===== src/rtl/tmds_channel_decoder.sv =====
// TMDS receive channel decoder.
// Finds the 10-bit symbol boundary by bit-slip search on control tokens, then
// classifies each aligned symbol as a control token (2-bit code) or a video
// byte. One instance per TMDS channel; everything runs on clk/clk_en.
module tmds_channel_decoder #(
  parameter int LOCK_TOKENS    = 16,
  parameter int SEARCH_TIMEOUT = 1024,
  parameter int LOSS_TIMEOUT   = 65535
) (
  input  logic       clk,
  input  logic       reset,
  input  logic       clk_en,
  input  logic [9:0] tmds_in,
  output logic       locked,
  output logic [3:0] bit_offset,
  output logic       de,
  output logic [7:0] data,
  output logic [1:0] ctl,
  output logic       ctl_valid
);

  // Counters only ever compare against (limit - 1), so limit+1 states is ample.
  localparam int TOK_W  = $clog2(LOCK_TOKENS + 1);
  localparam int SRCH_W = $clog2(SEARCH_TIMEOUT + 1);
  localparam int LOSS_W = $clog2(LOSS_TIMEOUT + 1);

  localparam logic [TOK_W-1:0]  TOK_LAST  = TOK_W'(LOCK_TOKENS - 1);
  localparam logic [SRCH_W-1:0] SRCH_LAST = SRCH_W'(SEARCH_TIMEOUT - 1);
  localparam logic [LOSS_W-1:0] LOSS_LAST = LOSS_W'(LOSS_TIMEOUT - 1);

  typedef enum logic {
    ST_SEARCH,
    ST_LOCKED
  } state_t;

  state_t              state;
  logic [9:0]          prev;
  logic [TOK_W-1:0]    tok_cnt;
  logic [SRCH_W-1:0]   search_cnt;
  logic [LOSS_W-1:0]   loss_cnt;

  logic [19:0]         window;
  logic [9:0]          aligned;
  logic [7:0]          t_bits;
  logic [7:0]          pixel;
  logic                is_token;
  logic [1:0]          token_code;

  // Extract the symbol at the current slip offset and decode it both ways.
  always_comb begin
    window     = {tmds_in, prev};
    aligned    = 10'(window >> bit_offset);
    is_token   = 1'b1;
    token_code = 2'b00;
    case (aligned)
      10'b1101010100: token_code = 2'b00;
      10'b0010101011: token_code = 2'b01;
      10'b0101010100: token_code = 2'b10;
      10'b1010101011: token_code = 2'b11;
      default:        is_token   = 1'b0;
    endcase
    t_bits   = aligned[9] ? ~aligned[7:0] : aligned[7:0];
    pixel    = 8'h00;
    pixel[0] = t_bits[0];
    for (int i = 1; i < 8; i++) begin
      pixel[i] = aligned[8] ? (t_bits[i] ^ t_bits[i-1]) : ~(t_bits[i] ^ t_bits[i-1]);
    end
  end

  // Alignment state machine with registered classification outputs.
  always_ff @(posedge clk) begin
    if (reset) begin
      state      <= ST_SEARCH;
      prev       <= 10'd0;
      tok_cnt    <= '0;
      search_cnt <= '0;
      loss_cnt   <= '0;
      locked     <= 1'b0;
      bit_offset <= 4'd0;
      de         <= 1'b0;
      data       <= 8'h00;
      ctl        <= 2'b00;
      ctl_valid  <= 1'b0;
    end else if (clk_en) begin
      prev <= tmds_in;
      case (state)
        ST_SEARCH: begin
          de        <= 1'b0;
          ctl_valid <= 1'b0;
          if (is_token && tok_cnt == TOK_LAST) begin
            state      <= ST_LOCKED;
            locked     <= 1'b1;
            loss_cnt   <= '0;
            tok_cnt    <= '0;
            search_cnt <= '0;
            ctl_valid  <= 1'b1;
            ctl        <= token_code;
          end else if (search_cnt == SRCH_LAST) begin
            bit_offset <= (bit_offset == 4'd9) ? 4'd0 : bit_offset + 4'd1;
            search_cnt <= '0;
            tok_cnt    <= '0;
          end else begin
            search_cnt <= search_cnt + 1'b1;
            tok_cnt    <= is_token ? tok_cnt + 1'b1 : '0;
          end
        end
        ST_LOCKED: begin
          if (is_token) begin
            loss_cnt  <= '0;
            ctl_valid <= 1'b1;
            de        <= 1'b0;
            ctl       <= token_code;
          end else if (loss_cnt == LOSS_LAST) begin
            state      <= ST_SEARCH;
            locked     <= 1'b0;
            loss_cnt   <= '0;
            tok_cnt    <= '0;
            search_cnt <= '0;
            de         <= 1'b0;
            ctl_valid  <= 1'b0;
          end else begin
            loss_cnt  <= loss_cnt + 1'b1;
            de        <= 1'b1;
            ctl_valid <= 1'b0;
            data      <= pixel;
          end
        end
        default: state <= ST_SEARCH;
      endcase
    end
  end

endmodule


===== config.mk =====
export PLATFORM = sky130hd
export DESIGN_NAME = tmds_channel_decoder
export DESIGN_NICKNAME = d
export VERILOG_FILES = /design/src/rtl/tmds_channel_decoder.sv
export SDC_FILE = /design/constraint.sdc
export NUM_CORES = 1
export LEC_CHECK = 0
export CAP_MARGIN = 0
export CORE_MARGIN = 4
export CORE_UTILIZATION = 64
export DETAILED_ROUTE_END_ITERATION = 10
export PLACE_DENSITY_LB_ADDON = 0.08
export SETUP_SLACK_MARGIN = 0.3
export SLEW_MARGIN = 20
export SYNTH_ARGS = -nofsm -noshare
export SYNTH_HDL_FRONTEND = slang
export SYNTH_SLANG_ARGS = --single-unit

===== constraint.sdc =====
create_clock -name clk -period 6.4 [get_ports clk]
set_input_delay 0.96 -clock clk [delete_from_list [all_inputs] [get_ports clk]]
set_output_delay 0.96 -clock clk [all_outputs]
set_load 0.005 [all_outputs]

### Word level (Yosys, flattened, before mapping)

Cells that the tools add are included.

* word-level logic and storage cells: 96
* register bits after elaboration: 60
* memories: 0
* bits of input ports: 13
* memory bits (read-only): 0
* RAM bits: 0
* bits in latches: 0

* mux-type cells: 41
* divide/modulo/power cells: 0
* $add $sub $neg: 4
* $mul: 0
* bitwise logic cells: 19
* $lt $le $gt $ge: 0
* eq/ne operators: 12
* shift operators: 1
* reductions and logical operators: 8

Operator list (count)
* two-way mux 16 bit: 3
* two-way mux 11 bit: 4
* case mux 16 bit (2 select lines): 1
* two-way mux 5 bit: 5
* case mux 11 bit (2 select lines): 1
* == test 10 bit (second input constant): 2
* right shift 20 x 4 -> 10 bit: 1
* adder 16 x 1 -> 16 bit (second input constant): 1
* == test 16 bit (second input constant): 1
* two-way mux 1 bit: 16
* AND reduction 4 bit: 3
* adder 11 x 1 -> 11 bit (second input constant): 1
* == test 11 x 10 -> 1 bit (second input constant): 1
* NOT 1 bit: 11
* == test 10 x 8 -> 1 bit (second input constant): 1
* == test 10 x 9 -> 1 bit (second input constant): 1
* case mux 5 bit (2 select lines): 1
* two-way mux 8 bit: 1
* NOT 8 bit: 1
* case mux 1 bit (2 select lines): 4
* XOR 1 bit: 7
* case mux 2 bit (3 select lines): 1
* AND reduction 3 bit: 2
* adder 5 x 1 -> 5 bit (second input constant): 1
* other kinds (11): 14

### Depth between registers and ports, before layout

Gate-level depths: netlist (run 1).

* depth in word-level cells: 8
* depth in mapped cells: 16
* mapped depth without buffers: 12

### Worst setup path before layout (run 1)

Ideal clock, no wire load.

* kind: input to register
* from: input tmds_in[6]
* to: register bit_offset[3]
* arrival: 3607 ps
* stages on the path: 12
* path buffers: 1
* setup slack: 2674 ps
* cells stage by stage: mux4_2 > mux2_2 > o22ai_1 > inv_1 > ha_1 > and4_1 > nand2_1 > mux2i_2 > buf_2 > a211oi_1 > nor2_1 > a211o_1

* word-level cells in the longest chain between the ends: 7
* elaborated cells between the ends (all ways): 10
* classes of those cells: eq/ne (4); shift (1); mux (1); bitwise (1); reduce/logical (3)

RTL lines
* start, declared: RTL line 13 `input logic [9:0] tmds_in,`
* right shift 20 x 4 -> 10 bit (*): RTL line 52 `aligned = 10'(window >> bit_offset);`
* == test 10 bit, or another cell as far along: RTL line 55 `case (aligned)`
* OR reduction 4 bit (no source line) (*)
* two-way mux 1 bit (*): RTL line 55
* logical AND 1 bit (*): RTL line 90 `if (is_token && tok_cnt == TOK_LAST) begin`
* NOT 1 bit (no source line) (*)
* AND reduction 4 bit (no source line) (*)
* end signal, assigned: RTL line 99 `bit_offset <= (bit_offset == 4'd9) ? 4'd0 : bit_offset + 4'd1;`
* end, declared: RTL line 15 `output logic [3:0] bit_offset,`

Every way passes the cells marked *; elsewhere a longest branch is shown, timed or not.
A chain may end at the register's enable or synchronous reset.

### Worst setup path in the final report (run 1)

* from: register bit_offset[1]
* to: register loss_cnt[3]

* word-level cells in the longest chain between the ends: 7
* elaborated cells between the ends (all ways): 12
* classes of those cells: eq/ne (5); shift (1); mux (3); reduce/logical (3)

RTL lines
* right shift 20 x 4 -> 10 bit (*): RTL line 52
* == test 10 bit, or another cell as far along: RTL line 55
* OR reduction 4 bit (no source line) (*)
* two-way mux 1 bit (*): RTL line 55
* logical AND 1 bit: RTL line 90
* inequality test 2 bit (no source line)
* AND reduction 2 bit (no source line)
* end signal, assigned: RTL line 122 `loss_cnt <= loss_cnt + 1'b1;`
* end, declared: RTL line 40 `logic [LOSS_W-1:0] loss_cnt;`

Marked as above.

==> out/qor.log, run 1 <==
[clock_tree] H-tree depth reported by CTS 3
[synthesis] main flop type after synthesis dfxtp_1
[final_layout] layout net count 512
[synthesis] Yosys reg bits 60
[power_and_ir_drop] highest ir drop seen on vdd 164 uV
[timing] Setup TNS Final 0 ns
[drt] DRT Pass-1 Iters 4
[grt] met2 routing resource usage after global routing 43.5%
[clock_tree] CTS root buf clkbuf_8
[grt] overflow left after global routing 0
[power_and_ir_drop] P_sw 209 uW
[synthesis] number of flops mapped to enable cells by yosys 0
[place] post-DP HPWL 6690 um
[power_and_ir_drop] clock power share 39.6%
[critical_path] Reg2Reg Depth 11
[final_layout] Storage cell area 1200 sq um
[final_layout] # fillers 449
[floorplan] height of the die 88.1 um
[drt] DRC marker count from the first detailed-route iteration 268
[timing] time the final worst path needs with I/O delays and setup 4.85 ns
[synthesis] number of distinct library cell variants in the gate-level netlist after synthesis 65
[grt] Global Route Usage Sum 27.0%
[timing] Max Clk Rate 206 MHz
[timing] transition time of the tightest slew-check pin 1.08 ns
[drt] Final Routed Wirelength 9830 um
[final_layout] Final Util 75.0%
[grt] wire length of the first global-routing pass 16700 um
[drt] routed wire length per instance 17.4 um
[timing] Setup-failing EPs final 0
[power_and_ir_drop] Internal Pwr Total 564 uW
[drt] average vias per placed instance 6.61
[outcome] result of the run finished, final reports clean
[grt] GR Layer Usage met3 5.27%
[timing] final count of pins violating max slew 0
[timing] worst slew margin relative to its limit 27.9%
[synthesis] Yosys warning count 0
[clock_tree] number of CTS-inserted buffers 9
[critical_path] worst r2r src bit_offset[1]
[clock_tree] count of clock tree sinks 60
[critical_path] data arrival time of the critical path 5.09 ns
[synthesis] net count of the mapped netlist 498
[grt] global-route track usage on met1 35.8%
[drt] number of nets with antenna violations after routing 0
[timing] RSZ-0062 raised after global routing no
[synthesis] Mapped Area 4100 sq um
[clock_tree] latest clock arrival within the worst-skew pair 0.35 ns
[clock_tree] Clk pin slew, worst setup/hold paths 0.07 ns
[grt] number of global-route vias before repair 3565
[critical_path] Worst setup endpoint loss_cnt[3]
[timing] worst clock skew on the final layout 0.00546 ns
[clock_tree] worst-case clock buffer depth 2
[synthesis] part of the Yosys area used for sequential elements 29.3%
[final_layout] Area growth, synth to finish 10.8%
[drt] Vias 3741
[clock_tree] TritonCTS clock tree built
[power_and_ir_drop] sw frac 27.1%
[power_and_ir_drop] Leak 0.00155 uW
[synthesis] cells after synthesis 472
[timing] fin crit share 75.8%
[timing] count of endpoints failing hold in the final timing report 0
[grt] layer carrying the most global-route usage met2
[drt] DRC Markers 0
[grt] antenna violations before repair 0
[clock_tree] Post-CTS Hold Buffers 0
[place] count of input and output buffers 29
[floorplan] Die Area 7760 sq um
[critical_path] required time of the critical path 6.64 ns
[floorplan] area of the core region 6060 sq um
[synthesis] mean post-synth cell area 8.69 sq um
[clock_tree] CTS-repair resized insts 0
[critical_path] Max FO, Critical Path 26
[place] worst slack at placement 1.12 ns
[grt] maximum number of pins on one net before global-route repair 58
[power_and_ir_drop] Design Power 773 uW
[final_layout] number of diodes 0
[critical_path] Worst Setup End Kind flip-flop
[clock_tree] post-CTS setup repair buffer count 0
[critical_path] launching element of the worst setup path bit_offset[1]
[critical_path] crit path launch type flip-flop
[critical_path] terminus of the critical flop-to-flop path loss_cnt[3]
[floorplan] standard-cell row count 28
[critical_path] type of the worst setup path flip-flop to flip-flop
[final_layout] fraction of layout instances using a drive strength above 1 11.6%
[worst_hold_path] hold crit path type flip-flop to flip-flop
[power_and_ir_drop] sequential power share 49.6%
[timing] final worst slack 1.55 ns
[floorplan] IO Pins 30
[place] last weighted congestion value of the routability-driven placer 0.849
[critical_path] Register-to-Register Setup Slack 1.55 ns
[power_and_ir_drop] logic gate share of total power 10.8%
[run] Maximum Capacitance Violations 0
[floorplan] die span in x 88.1 um
[final_layout] multi-input gate area in the final layout 2670 sq um
[synthesis] fraction of registers with async set/reset 0%
[floorplan] starting density of the core 67.7%
[power_and_ir_drop] power density of the placed cells 170 nW/um^2
==> worst max-delay path: stages (launching register included) <==
cell	delay, ns
dfxtp_1	1.04
buf_4	0.30
mux2i_1	0.09
mux4_2	0.49
mux2i_1	0.38
ha_1	0.25
and4_1	0.23
nand2_1	0.07
mux2i_2	0.83
a31oi_2	0.46
a32o_1	0.37
a22o_1	0.22
==> flip-flops by register name, summed over array words and instances, names as in the netlist <==
| signal | flops |
|---|---|
| data | 8 |
| ctl | 2 |
| locked | 1 |
| tok_cnt | 5 |
| prev | 10 |
| state | 1 |
| loss_cnt | 16 |
| ctl_valid | 1 |
| bit_offset | 4 |
| search_cnt | 11 |
| de | 1 |
==> cell usage after synthesis, drive strengths merged, types with 14 or more instances <==
cell type / number / area, sq um
mux2i: 36 / 364
o21ai: 17 / 85.1
buf: 15 / 81.3
nand3: 18 / 90.1
inv: 27 / 101
a21oi: 20 / 100
dfxtp: 60 / 1200
mux4: 14 / 315
nor2: 38 / 143
clkbuf: 15 / 56.3
nand4: 16 / 100
nand2: 37 / 139
==> power groups by stage <==
| stage | registers [uW] | clock network, uW | logic (uW) |
|---|---|---|---|
| finish | 383 | 306 | 83.3 |
| global route | 384 | 328 | 90.4 |
| CTS | 383 | 308 | 83.1 |
| detailed placement | 391 | 0 | 82.4 |
| global placement | 391 | 0 | 80.4 |
| floorplan | 390 | 0 | 57.6 |
==> how the worst min path moves through the flow <==
| stage | from | slack, ns | cells after the start | end |
|---|---|---|---|---|
| 2_1_floorplan | search_cnt[10] | 0.41 | 2 | search_cnt[10] |
| 3_3_place_gp | search_cnt[10] | 0.43 | 2 | search_cnt[10] |
| 3_5_place_dp | search_cnt[10] | 0.46 | 2 | search_cnt[10] |
| 4_1_cts | search_cnt[10] | 0.47 | 2 | search_cnt[10] |
| 5_1_grt | search_cnt[10] | 0.48 | 2 | search_cnt[10] |
| 6_report | search_cnt[10] | 0.47 | 2 | search_cnt[10] |
==> cells by family after synthesis <==
kind of cell / Yosys count / synth area share [%]
fa+ha+maj: 13 / 3.96
compound gates: 93 / 16.0
buf+inv: 58 / 5.92
flops: 60 / 29.3
mux: 57 / 18.6
simple gates: 179 / 23.4
xor+xnor: 12 / 2.90
==> per-layer routing <==
layer	up-vias	share of wire, %
met4	0	2.4
met5	-	0
met3	28	5.5
met1	1772	44
li1	1796	-
met2	145	49
==> per-stage QoR <==
step / std cells / hold slack, ns / instance area [sq um]
after floorplan: 472 / 0.415 / 4100
after global placement: 550 / 0.426 / 4380
after detailed placement: 550 / 0.457 / 4380
after CTS: 566 / 0.466 / 4540
after global routing: 566 / 0.475 / 4550
final: 566 / 0.465 / 4550
==> layout by cell type (no fill, tap or decap), types with 7 or more instances in the layout <==
cell,n
mux2i_1,35
dfxtp_1,60
a21oi_1,20
nor2b_1,10
inv_1,26
nand2_1,37
mux4_2,14
a32oi_1,8
ha_1,13
nor3_1,11
clkbuf_8,10
nand3_1,18
clkdlybuf4s50_1,27
nand4_1,16
o21ai_0,17
a22oi_1,7
nor2_1,38
==> area by class of cell <==
type | count | area share [%]
flip-flops and latches | 60 | 26.4
repair buffers | 33 | 6.83
clock buffers | 11 | 3.11
multi-input cells | 354 | 58.7
clock inverters | 5 | 0.606
inverters | 28 | 2.31
well taps | 75 | 2.06
Power figures use the tool's default switching activity.
==> run 2: changes to the inputs <==
Settings changed: CORE_UTILIZATION 64 to 59.
Clock period 6.4 ns to 5 ns, I/O delays scaled along.
==> out/qor.log, run 2 (same netlist as run 1, synthesis figures left out) <==
[outcome] result of the run finished, final reports clean
[critical_path] Max FO, Critical Path 19 [-27%]
[power_and_ir_drop] power density of the placed cells 225 nW/um^2 [+32%]
[clock_tree] latest clock arrival within the worst-skew pair 0.35 ns [about the same]
[timing] Setup TNS Final 0 ns [unchanged]
[final_layout] Final Util 68.6% [-6.4 points]
[critical_path] dominant cell type by count on the critical path buf_4
[final_layout] Area growth, synth to finish 12.9%
[drt] DRT Pass-1 Iters 5 [+1]
[clock_tree] CTS root buf clkbuf_8
[final_layout] register bank with the most flops loss_cnt
[drt] Final Routed Wirelength 9740 um [-0.86%]
[timing] count of endpoints failing hold in the final timing report 0 [unchanged]
[final_layout] commonest cells after routing, fill and taps aside dfxtp_1, nor2_1, nand2_1, mux2i_1, clkdlybuf4s50_1
[timing] Hold Slack 0.443 ns [-0.0221 ns]
[final_layout] number of diodes 0 [unchanged]
[drt] Vias 3715 [-0.70%]
[run] Maximum Capacitance Violations 0 [unchanged]
[grt] antenna violations before repair 0 [unchanged]
[timing] RSZ-0062 raised after global routing no
[clock_tree] TritonCTS clock tree built
[place] count of placed standard cells including taps 563 [+2.4%]
[final_layout] layout net count 520 [+1.6%]
[place] last weighted congestion value of the routability-driven placer 0.859 [+1.2%]
[floorplan] Die Area 8350 sq um [+7.7%]
[timing] transition time of the tightest slew-check pin 0.793 ns [-0.287 ns]
[timing] fin crit share 80.7%
[clock_tree] post-CTS setup repair buffer count 0 [unchanged]
[final_layout] Final Instance Count excl. Fillers 578 [+2.1%]
[floorplan] die span in x 91.4 um [+3.8%]
[critical_path] data arrival time of the critical path 4.26 ns [-0.83 ns]
[critical_path] Worst Setup End Kind flip-flop
[critical_path] Reg2Reg Depth 14 [+3]
[final_layout] largest registers in the final layout loss_cnt x16, search_cnt x11, prev x10
[critical_path] worst r2r src bit_offset[1]
[critical_path] delay of the slowest critical-path stage 0.51 ns [-0.53 ns]
[grt] wire length of the first global-routing pass 16600 um [-0.57%]
[critical_path] Worst setup endpoint data[6]
[timing] Setup-failing EPs final 0 [unchanged]
[grt] overflow left after global routing 0 [unchanged]
[place] count of input and output buffers 29 [unchanged]
[critical_path] terminus of the critical flop-to-flop path data[6]
[floorplan] standard-cell row count 30 [+7.1%]
[final_layout] fraction of layout instances using a drive strength above 1 12.7% [+1.0 points]
[critical_path] series of cell instances along the critical path clkdlybuf4s50_1 -> mux4_2 -> mux2_2 -> o22ai_1 -> inv_1 -> ha_1 -> and4_1 -> nand2_1 -> mux2i_2 -> buf_4 -> nor3_4 -> buf_4 -> mux2i_1 -> nor2_1
[power_and_ir_drop] highest ir drop seen on vdd 129 uV [-21%]
[timing] worst slew margin relative to its limit 47.1% [+19 points]
[critical_path] required time of the critical path 5.23 ns [-1.41 ns]
[power_and_ir_drop] Leak 0.00160 uW [+3.1%]
[critical_path] crit path launch type input port
[grt] Global Route Usage Sum 24.5% [-2.5 points]
[worst_hold_path] hold crit path type flip-flop to flip-flop
[floorplan] height of the die 91.4 um [+3.8%]
[floorplan] IO Pins 30 [unchanged]
[critical_path] Stages on worst setup path 14 [+3]
[drt] average vias per placed instance 6.43 [-2.8%]
[clock_tree] number of CTS-inserted buffers 9 [unchanged]
[place] post-DP HPWL 6890 um [+3.0%]
[clock_tree] Post-CTS Hold Buffers 0 [unchanged]
[drt] routed wire length per instance 16.9 um [-2.9%]
[drt] number of nets with antenna violations after routing 0 [unchanged]
[critical_path] launching element of the worst setup path tmds_in[4]
[timing] time the final worst path needs with I/O delays and setup 4.03 ns
[final_layout] max reg flops 16 [unchanged]
[clock_tree] H-tree depth reported by CTS 3 [unchanged]
[grt] number of global-route vias before repair 3506 [-1.7%]
[drt] DRC Markers 0 [unchanged]
[critical_path] type of the worst setup path input port to flip-flop
[clock_tree] Clk pin slew, worst setup/hold paths 0.07 ns [about the same]
[clock_tree] count of clock tree sinks 60 [unchanged]
[timing] final count of pins violating max slew 0 [unchanged]
[clock_tree] CTS-repair resized insts 0 [unchanged]
[timing] Max Clk Rate 248 MHz
[grt] maximum number of pins on one net before global-route repair 32 [-45%]
[timing] worst clock skew on the final layout 0.00808 ns [+0.00262 ns]
[final_layout] most common cell after layout, fill and taps aside dfxtp_1
[critical_path] Max stage delay cell, worst path clkdlybuf4s50_1
[final_layout] # fillers 544 [+21%]
[clock_tree] worst-case clock buffer depth 2 [unchanged]
[drt] DRC marker count from the first detailed-route iteration 228 [-15%]
[floorplan] area of the core region 6760 sq um [+11%]
[floorplan] starting density of the core 60.7% [-7.0 points]
[critical_path] count of buffer and inverter cells on the critical path 4 [+3]
[critical_path] Worst path top cell family by delay multiplexers
[critical_path] Register-to-Register Setup Slack 1.03 ns [-0.52 ns]
-- run 2: changes by cell type in the layout (fill, tap and decap cells not counted), sizes merged --
cell,delta
buf,+7
clkbuf,-1
clkdlybuf4s50,+1
bufinv,+1
clkinv,-1
-- run 2: routing by layer --
metal,wire length [um],up-vias,GRT usage [%]
li1,-,1805,-
met5,0,-,0
met4,219,0,11.2
met3,423,20,4.56
met1,4410,1801,32.3
met2,4700,89,38.8
-- run 2: power breakdown --
part	leakage, uW	total [uW]	switching, uW	internal (uW)
Sequential	0.000486	491	6.68	484
Clock	0.0000979	441	203	238
Combinational	0.00101	109	59.4	49.2
Total	0.00160	1040	269	771
-- run 2: stage by stage --
stage	instance area (sq um)	total power (uW)	setup slack (ns)
after floorplan	4100	573	1.39
after global placement	4440	606	0.738
after detailed placement	4440	609	0.654
after CTS	4630	1040	0.994
after global routing	4630	1080	0.687
final	4630	1040	0.967
-- run 2: worst min-delay path by stage --
stage,from,to,slack [ns],depth (start not counted)
after global placement,search_cnt[10],search_cnt[10],0.43,2
after detailed placement,search_cnt[10],search_cnt[10],0.43,2
after CTS,search_cnt[10],search_cnt[10],0.44,2
after floorplan,search_cnt[10],search_cnt[10],0.41,2
final,search_cnt[10],search_cnt[10],0.44,2
after global routing,search_cnt[10],search_cnt[10],0.50,2
-- run 2: layout make-up --
| class | count | area [sq um] | area share [%] |
|---|---|---|---|
| clock buffers | 10 | 138 | 2.97 |
| clock inverters | 5 | 52.6 | 1.13 |
| inverters | 28 | 105 | 2.27 |
| multi-input cells | 354 | 2660 | 57.4 |
| flip-flops and latches | 60 | 1200 | 25.9 |
| well taps | 80 | 100 | 2.16 |
| repair buffers | 41 | 375 | 8.10 |
-- run 2: worst min-delay path: stages (launching register included) --
cell,delay [ns]
dfxtp_1,0.32
nand2_1,0.05
a21oi_1,0.03
==> run 3: changes to the inputs <==
Settings changed: CORE_UTILIZATION 59 to 54.
Clock period 5 ns to 3.37 ns, I/O delays scaled along.
==> out/qor.log, run 3 (same netlist as run 1, synthesis figures left out) <==
[outcome] result of the run finished, final reports clean
[critical_path] required time of the critical path 3.62 ns [-1.61 ns]
[power_and_ir_drop] P_sw 441 uW [+64%]
[critical_path] Register-to-Register Setup Slack 0.12 ns [-0.91 ns]
[floorplan] standard-cell row count 31 [+3.3%]
[final_layout] Final Util 77.7% [+9.2 points]
[clock_tree] CTS root buf clkbuf_8
[timing] worst clock skew on the final layout 0.00970 ns [+0.00161 ns]
[worst_hold_path] Worst Hold Path EP search_cnt[10]
[worst_hold_path] startpoint of the lowest-slack hold path search_cnt[10]
[clock_tree] latest clock arrival within the worst-skew pair 0.35 ns [about the same]
[timing] Setup TNS Final 0 ns [unchanged]
[floorplan] starting density of the core 56.0% [-4.8 points]
[clock_tree] TritonCTS clock tree built
[critical_path] type of the worst setup path flip-flop to flip-flop
[final_layout] commonest cells after routing, fill and taps aside buf_4, dfxtp_1, nor2_1, nand2_1, mux2i_1
[final_layout] layout net count 592 [+14%]
[power_and_ir_drop] Leak 0.00208 uW [+30%]
[timing] transition time of the tightest slew-check pin 0.718 ns [-0.0746 ns]
[timing] RSZ-0062 raised after global routing yes
[final_layout] number of diodes 0 [unchanged]
[grt] number of global-route vias before repair 3895 [+11%]
[timing] Hold Slack 0.449 ns [+0.00554 ns]
[power_and_ir_drop] sequential power share 44.7% [-2.5 points]
[power_and_ir_drop] power density of the placed cells 285 nW/um^2 [+27%]
[clock_tree] Post-CTS Hold Buffers 0 [unchanged]
[timing] time the final worst path needs with I/O delays and setup 3.25 ns
[clock_tree] H-tree depth reported by CTS 3 [unchanged]
[power_and_ir_drop] Internal Pwr Total 1180 uW [+54%]
[place] post-DP HPWL 7800 um [+13%]
[floorplan] height of the die 95.2 um [+4.1%]
[floorplan] Die Area 9060 sq um [+8.4%]
[drt] DRT Pass-1 Iters 4 [-1]
[timing] final count of pins violating max slew 0 [unchanged]
[final_layout] most common cell after layout, fill and taps aside buf_4
[worst_hold_path] instance count along the most critical hold path 2 [unchanged]
[run] Maximum Capacitance Violations 0 [unchanged]
[power_and_ir_drop] sw frac 27.1% [+1.3 points]
[floorplan] area of the core region 7330 sq um [+8.5%]
[worst_hold_path] hold crit path type flip-flop to flip-flop
[final_layout] largest registers in the final layout loss_cnt x16, search_cnt x11, prev x10
[critical_path] worst r2r src bit_offset[1]
[place] count of input and output buffers 29 [unchanged]
[final_layout] Final Instance Count excl. Fillers 669 [+16%]
[critical_path] Worst Setup End Kind flip-flop
[timing] Setup-failing EPs final 0 [unchanged]
[grt] wire length of the first global-routing pass 19400 um [+17%]
[drt] number of nets with antenna violations after routing 0 [unchanged]
[place] last weighted congestion value of the routability-driven placer 0.861 [+0.16%]
[power_and_ir_drop] Design Power 1630 uW [+56%]
[timing] Max Clk Rate 308 MHz
[final_layout] register bank with the most flops loss_cnt
[floorplan] IO Pins 30 [unchanged]
[drt] DRC Markers 0 [unchanged]
[timing] worst slew margin relative to its limit 51.6% [+4.5 points]
[power_and_ir_drop] clock power share 40.9% [-1.5 points]
[clock_tree] count of clock tree sinks 60 [unchanged]
[final_layout] max reg flops 16 [unchanged]
[grt] Global Route Usage Sum 27.2% [+2.7 points]
[critical_path] Reg2Reg Depth 13 [-1]
[timing] count of endpoints failing hold in the final timing report 0 [unchanged]
[clock_tree] Clk pin slew, worst setup/hold paths 0.08 ns [about the same]
[power_and_ir_drop] highest ir drop seen on vdd 208 uV [+61%]
[drt] routed wire length per instance 18.8 um [+12%]
[final_layout] fraction of layout instances using a drive strength above 1 33.5% [+21 points]
[grt] maximum number of pins on one net before global-route repair 56 [+75%]
[place] count of placed standard cells including taps 632 [+12%]
[timing] fin crit share 96.4%
[grt] overflow left after global routing 0 [unchanged]
[critical_path] Max FO, Critical Path 7 [-12]
[critical_path] crit path launch type flip-flop
[clock_tree] worst-case clock buffer depth 2 [unchanged]
[critical_path] terminus of the critical flop-to-flop path data[2]
[drt] average vias per placed instance 6.27 [-2.5%]
[drt] Vias 4193 [+13%]
[final_layout] Area growth, synth to finish 38.9%
[floorplan] die span in x 95.2 um [+4.1%]
[critical_path] data arrival time of the critical path 3.50 ns [-0.76 ns]
[drt] DRC marker count from the first detailed-route iteration 265 [+16%]
[drt] Final Routed Wirelength 12600 um [+29%]
[grt] antenna violations before repair 0 [unchanged]
[clock_tree] number of CTS-inserted buffers 9 [unchanged]
[power_and_ir_drop] logic gate share of total power 14.4% [+4.0 points]
==> run 3: cell types whose count changed in the layout (fill, tap and decap cells not counted), moves of 8 or more <==
| cell | before | now |
|---|---|---|
| buf_4 | 12 | 60 |
| mux2i_4 | 0 | 8 |
| clkdlybuf4s50_1 | 28 | 19 |
| buf_6 | 0 | 21 |
| mux2i_1 | 35 | 27 |
| dlygate4sd2_1 | 0 | 9 |
==> run 3: power groups by stage <==
| stage | Combinational [uW] | Clock, uW | Sequential (uW) |
|---|---|---|---|
| 6_report | 234 | 665 | 727 |
| 5_1_grt | 247 | 705 | 728 |
| 4_1_cts | 207 | 666 | 727 |
| 3_5_place_dp | 187 | 0 | 743 |
| 3_3_place_gp | 183 | 0 | 743 |
| 2_1_floorplan | 115 | 0 | 740 |
==> run 3: cell type report <==
type	count	area (sq um)
multi-input cells	354	3050
fillers	506	1630
flip-flops and latches	60	1210
repair buffers	113	1020
clock buffers	10	138
well taps	99	124
inverters	28	105
clock inverters	5	51.3
==> run 3: timing repair <==
action | 4_1_cts | 5_1_grt
cloned | 0 | 1
resized for setup | 48 | 54
buffers inserted | 14 | 7
setup endpoints to repair | 49 | 49
endpoints found under the hold margin | 0 | 0
pin swaps | 7 | 22
==> run 3: worst max path at each step <==
| stage | from | endpoint | slack (ns) | cells after the start |
|---|---|---|---|---|
| 2_1_floorplan | bit_offset[1] | search_cnt[7] | 0.17 | 15 |
| 3_3_place_gp | tmds_in[6] | search_cnt[7] | -0.36 | 13 |
| 3_5_place_dp | tmds_in[1] | loss_cnt[10] | -0.45 | 14 |
| 4_1_cts | bit_offset[1] | search_cnt[7] | 0.25 | 12 |
| 5_1_grt | bit_offset[1] | loss_cnt[7] | 0.03 | 15 |
| 6_report | bit_offset[1] | data[2] | 0.12 | 13 |
==> run 3: worst max-delay path, stage by stage (launching register included) <==
cell      delay [ns]
dfxtp_4         0.43
mux4_2          0.55
mux2_4          0.34
nor2_4          0.09
a21o_1          0.14
inv_1           0.07
ha_2            0.20
and4_4          0.17
nand2_4         0.08
mux2i_4         0.09
buf_6           0.16
nor3_4          0.26
or4b_1          0.47
o311ai_1        0.09
==> run 3: per-stage QoR <==
stage / cell area (sq um) / worst slack, ns
floorplan: 4230 / 0.171
global placement: 4940 / -0.361
detailed placement: 4940 / -0.453
CTS: 5410 / 0.252
global route: 5700 / 0.0278
finish: 5700 / 0.122
==> run 3: metal layers <==
| metal | vias to the layer above | share of wire (%) | global-route usage (%) |
|---|---|---|---|
| met1 | 2010 | 41 | 35.0 |
| met5 | - | 0 | 0 |
| met2 | 199 | 49 | 45.7 |
| met3 | 34 | 6.4 | 3.95 |
| met4 | 0 | 3.3 | 10.8 |
| li1 | 1950 | - | - |
